===== config.mk =====
export PLATFORM = sky130hd
export DESIGN_NAME = apb_master
export DESIGN_NICKNAME = d
export VERILOG_FILES = /design/src/rtl/apb_master.sv
export SDC_FILE = /design/constraint.sdc
export NUM_CORES = 1
export LEC_CHECK = 0
export CAP_MARGIN = 20
export CORE_AREA = 2 2 129 131
export DETAILED_ROUTE_END_ITERATION = 6
export DIE_AREA = 0 0 131 133
export DONT_BUFFER_PORTS = 1
export SLEW_MARGIN = 20
export SYNTH_ARGS = -nofsm -noshare
export SYNTH_HDL_FRONTEND = slang
export SYNTH_SLANG_ARGS = --single-unit

===== constraint.sdc =====
create_clock -name PCLK -period 2.5 [get_ports PCLK]
set_input_delay 0.5 -clock PCLK [delete_from_list [all_inputs] [get_ports PCLK]]
set_output_delay 0.5 -clock PCLK [all_outputs]
set_load 0.01 [all_outputs]

===== src/rtl/apb_master.sv =====
// APB master bridging a simple CPU request port to five APB slaves.
//
// A request is taken in IDLE when transfer=1. It then runs one SETUP cycle
// and one or more ACCESS cycles. The transfer completes with a single-cycle
// ready pulse, and error marks an unmapped address or a timeout. Slave
// selection comes from addr[31:12]. Pages 0x10000..0x10004 map to slaves 0..4.
//
// Ports
//   PCLK, PRESET          clock, synchronous active-high reset
//   transfer, write       start request and direction (1 = write), sampled in IDLE
//   addr, wdata           byte address and write data, latched when a request starts
//   rdata, ready, error   completion data, completion pulse, failed-completion flag
//   PADDR, PWRITE,
//   PENABLE, PWDATA       APB signals shared by all slaves
//   PSEL0..4              per-slave selects (at most one high)
//   PRDATA0..4, PREADY0..4 per-slave read data and ready
module apb_master #(
  parameter int unsigned TIMEOUT_CYCLES = 16
) (
  input  logic        PCLK,
  input  logic        PRESET,
  input  logic        transfer,
  input  logic        write,
  input  logic [31:0] addr,
  input  logic [31:0] wdata,
  output logic [31:0] rdata,
  output logic        ready,
  output logic        error,
  output logic [31:0] PADDR,
  output logic        PWRITE,
  output logic        PENABLE,
  output logic [31:0] PWDATA,
  output logic        PSEL0,
  output logic        PSEL1,
  output logic        PSEL2,
  output logic        PSEL3,
  output logic        PSEL4,
  input  logic [31:0] PRDATA0,
  input  logic [31:0] PRDATA1,
  input  logic [31:0] PRDATA2,
  input  logic [31:0] PRDATA3,
  input  logic [31:0] PRDATA4,
  input  logic        PREADY0,
  input  logic        PREADY1,
  input  logic        PREADY2,
  input  logic        PREADY3,
  input  logic        PREADY4
);

  localparam int unsigned CntW = (TIMEOUT_CYCLES > 1) ? $clog2(TIMEOUT_CYCLES) : 1;
  localparam logic [CntW-1:0] CntLast = CntW'(TIMEOUT_CYCLES - 1);

  typedef enum logic [1:0] {StIdle, StSetup, StAccess} state_t;

  state_t          state_q;
  logic [4:0]      sel_q;
  logic [CntW-1:0] tmo_cnt_q;

  logic [4:0]  dec_sel;
  logic        sel_ready;
  logic [31:0] sel_rdata;
  logic        in_access;
  logic        done_ok;
  logic        done_err;

  // Decode the incoming address. The result is latched with the request, so
  // the select stays steady even while the CPU changes addr.
  always_comb begin
    dec_sel = 5'b00000;
    unique case (addr[31:12])
      20'h10000: dec_sel = 5'b00001;
      20'h10001: dec_sel = 5'b00010;
      20'h10002: dec_sel = 5'b00100;
      20'h10003: dec_sel = 5'b01000;
      20'h10004: dec_sel = 5'b10000;
      default:   dec_sel = 5'b00000;
    endcase
  end

  // Only the selected slave's PREADY and PRDATA are used.
  always_comb begin
    sel_ready = 1'b0;
    sel_rdata = '0;
    unique case (sel_q)
      5'b00001: begin sel_ready = PREADY0; sel_rdata = PRDATA0; end
      5'b00010: begin sel_ready = PREADY1; sel_rdata = PRDATA1; end
      5'b00100: begin sel_ready = PREADY2; sel_rdata = PRDATA2; end
      5'b01000: begin sel_ready = PREADY3; sel_rdata = PRDATA3; end
      5'b10000: begin sel_ready = PREADY4; sel_rdata = PRDATA4; end
      default: ;
    endcase
  end

  assign in_access = (state_q == StAccess);
  assign done_ok   = in_access && sel_ready;
  // An unmapped address fails in its first ACCESS cycle. A mapped one fails
  // on the last allowed cycle if the slave is still not ready.
  assign done_err  = in_access && !sel_ready && ((sel_q == 5'b00000) || (tmo_cnt_q == CntLast));

  assign ready = done_ok || done_err;
  assign error = done_err;
  assign rdata = (done_ok && !PWRITE) ? sel_rdata : 32'h0;

  assign PSEL0 = sel_q[0];
  assign PSEL1 = sel_q[1];
  assign PSEL2 = sel_q[2];
  assign PSEL3 = sel_q[3];
  assign PSEL4 = sel_q[4];

  always_ff @(posedge PCLK) begin
    if (PRESET) begin
      state_q   <= StIdle;
      sel_q     <= '0;
      tmo_cnt_q <= '0;
      PADDR     <= '0;
      PWRITE    <= 1'b0;
      PWDATA    <= '0;
      PENABLE   <= 1'b0;
    end else begin
      unique case (state_q)
        StIdle: begin
          if (transfer) begin
            PADDR   <= addr;
            PWRITE  <= write;
            PWDATA  <= wdata;
            sel_q   <= dec_sel;
            state_q <= StSetup;
          end
        end
        StSetup: begin
          PENABLE   <= 1'b1;
          tmo_cnt_q <= '0;
          state_q   <= StAccess;
        end
        StAccess: begin
          if (ready) begin
            // The address, direction and write data keep their last values in IDLE.
            sel_q     <= '0;
            PENABLE   <= 1'b0;
            tmo_cnt_q <= '0;
            state_q   <= StIdle;
          end else begin
            tmo_cnt_q <= tmo_cnt_q + 1'b1;
          end
        end
        default: begin
          sel_q   <= '0;
          PENABLE <= 1'b0;
          state_q <= StIdle;
        end
      endcase
    end
  end

endmodule


==> results of run 1 <==
[synthesized netlist by cell type (all sizes together) (2+ instances only)]
cell type  number  area [um2]
a21boi          2       15.01
a21oi          93       476.7
a222oi         20       200.2
a22oi          44       330.3
a31oi          14       150.1
and2            3       18.77
buf             9       48.79
clkbuf         35       131.4
dfxtp          77        1541
ha              4       50.05
inv             3       11.26
mux2i           6       60.06
nand2         152       570.6
nand2b          6       37.54
nand3           2       10.01
nand3b          6       45.04
nand4           5       31.28
nor2            5       18.77
nor2b           2       12.51
nor3b           4       50.05
nor4            4       25.02
o221a           2       22.52
or3             3       28.78
[state kept, by name, summed over array words and instances, names as in the netlist]
signal     count
PADDR         32
PWRITE         1
PWDATA        32
tmo_cnt_q      4
PENABLE        1
state_q        2
sel_q          5
[cells by family after synthesis]
group	after synthesis	share of synthesized area
fa+ha+maj	4	0.01266
compound gates	178	0.3099
buf+inv	48	0.04938
simple gates	196	0.2229
mux	6	0.01520
flops	77	0.3900
[metal layers]
metal  share of wire  track usage  wire, um
met2            0.54       0.3803     10810
met5               0            0         0
met1            0.30       0.1729      6004
met3            0.12      0.08734      2458
met4           0.043       0.1188       874
[through the flow]
| step | hold slack [ps] | instance area [um2] |
|---|---|---|
| 2_1_floorplan | 462.7 | 3953 |
| 3_3_place_gp | 473.1 | 4524 |
| 3_5_place_dp | 479.7 | 4524 |
| 4_1_cts | 222.3 | 5147 |
| 5_1_grt | 220.9 | 5401 |
| 6_report | 238.7 | 5404 |
[critical path, cell delays in order (launching register included)]
cell and delay [ps]:
dfxtp_2 330, or3_4 400, a21oi_4 140, a211oi_2 60
or3_4 420, buf_16 210, a21oi_2 140, buf_4 140
[power by group]
group | total (mW) | internal [mW] | switching [mW]
Clock | 1.34 | 0.829 | 0.507
Sequential | 1.41 | 1.31 | 0.0987
Combinational | 0.289 | 0.113 | 0.176
[cell type report]
cell class                      instances  area [um2]  share of cell area
Antenna cell                            8       20.02            0.003705
Clock buffer                           13       260.3             0.04816
Clock inverter                          3       43.79            0.008104
Inverter                                4       15.01            0.002778
Multi-Input combinational cell        384        2475              0.4580
Sequential cell                        77        1550              0.2869
Tap cell                              220       275.3             0.05094
Timing Repair Buffer                   69       764.5              0.1415
[worst max-delay path by stage]
stage / startpoint / to / slack (ps)
2_1_floorplan: sel_q[4] / rdata[0] / 170
3_3_place_gp: sel_q[0] / rdata[31] / 140
3_5_place_dp: sel_q[1] / rdata[31] / 120
4_1_cts: sel_q[4] / rdata[31] / -190
5_1_grt: sel_q[2] / rdata[5] / -220
6_report: sel_q[2] / rdata[19] / -160
[repair_timing]
| action | in CTS | in global routing |
|---|---|---|
| resized for setup | 48 | 16 |
| endpoints found under the setup margin | 33 | 33 |
| cloned | 2 | 8 |
| pin swaps | 5 | 11 |
| hold buffers | 0 | 0 |
| setup buffers | 4 | 7 |
==> results.cfg, run 1 <==
[layout]
final_cell_mix = nand2_1 (150), dfxtp_1 (72), a21oi_1 (70)
finalNetCount = 782
post-route-util = 0.3342
drive_above_1_share = 0.2545
nFillCells = 1731
area_delta_synth_final_pct = 36.72
final_common_cell = nand2_1
stdcell_count = 778

[clock_tree]
cts_sinks = 77
clockRootBuffer = clkbuf_16
clk_latency_ps = 330
cts_max_path_buffers = 2
cts_buffers = 9
cts_tree = done
clk_pin_slew_ps = 60
h-tree-depth = 3

[worst_setup_path]
critPathArrivalTime_ps = 2160
r2r-start = sel_q[0]
regToRegSetupSlack_ps = 420
r2r-end = sel_q[2]
critical_path_class = flip-flop to output port
worst-path-max-fanout = 16
cp-end-kind = output port
startpoint_type = flip-flop
cp_data_required_time_ps = 2000
r2r_cells = 8

[routing]
vias = 4238
antenna_left = 0
routed_wl_um = 20150
drc = 4
first_iter_violations = 340
avgViaCountPerCell = 5.447
firstDrtPassIters = 7
wl_per_cell_um = 25.90

[grt]
grt_pass1_wl_um = 25630
gr-usage-all-layers = 0.2028
globalRouteOverflowTotal = 0
grt_pass1_vias = 4097
antenna_found_initial = 7
grt_max_degree = 72

[logic_synthesis]
yosys_warnings = 0
synth_area_um2 = 3953
avgSynthCellArea_um2 = 7.765
synthCells = 509
yosys_register_bits = 77
ys_seq_area_frac = 0.3900
synthArstFlopShare = 0
mappedNetlistNets = 746
synth_ff_type = dfxtp_1
ys_types = 37
synth-edff-count = 0

[sta]
max_freq_mhz = 375.9
slew_viol_final = 0
tightest_slew_ps = 606.6
final-hold-violation-count = 0
fin_crit_ps = 2660
setup_viol = 32
final.setup.tns_ps = -3994
fin_skew_ps = 9.714
layout_worst_path_cycle_share = 1.064
slew_headroom = 0.5956
grt_setup_unrepaired = yes
layout_setup_ws_ps = -160.0

[min_path]
hold_end = PWDATA[14]
holdCritStartpoint = PRESET
hold_depth = 1
hold_path_class = input pin to flip-flop

[flow_run]
drv_cap = 0

[power_and_ir_drop]
irDropWorstVdd_uv = 366.0
p_leak_nw = 1.729
power_mw = 3.036
power_density_nw_per_um2 = 561.8

[place]
dp_slack_ps = 118.0
portBuffers = 0
place.gp.congestion = 0.8615
dp_hpwl_um = 14660
place_inst = 733

[floorplanning]
initial_utilization = 0.2444
num_io_pins = 338
die_area_um2 = 17420
die_w_um = 131
die_h_um = 133
num_rows = 47
core_region_area_um2 = 16170

[outcome]
violations = DRC, setup timing
status = complete, but fails checks
(Power assumes the default switching activity.)
==> inputs of run 2 (changes only) <==
- GPL_TIMING_DRIVEN: default -> 1
- SLEW_MARGIN: 20 -> 5
==> results of run 2 <==
Same layout as run 1: the final DEF is identical, and so are final timing and power.
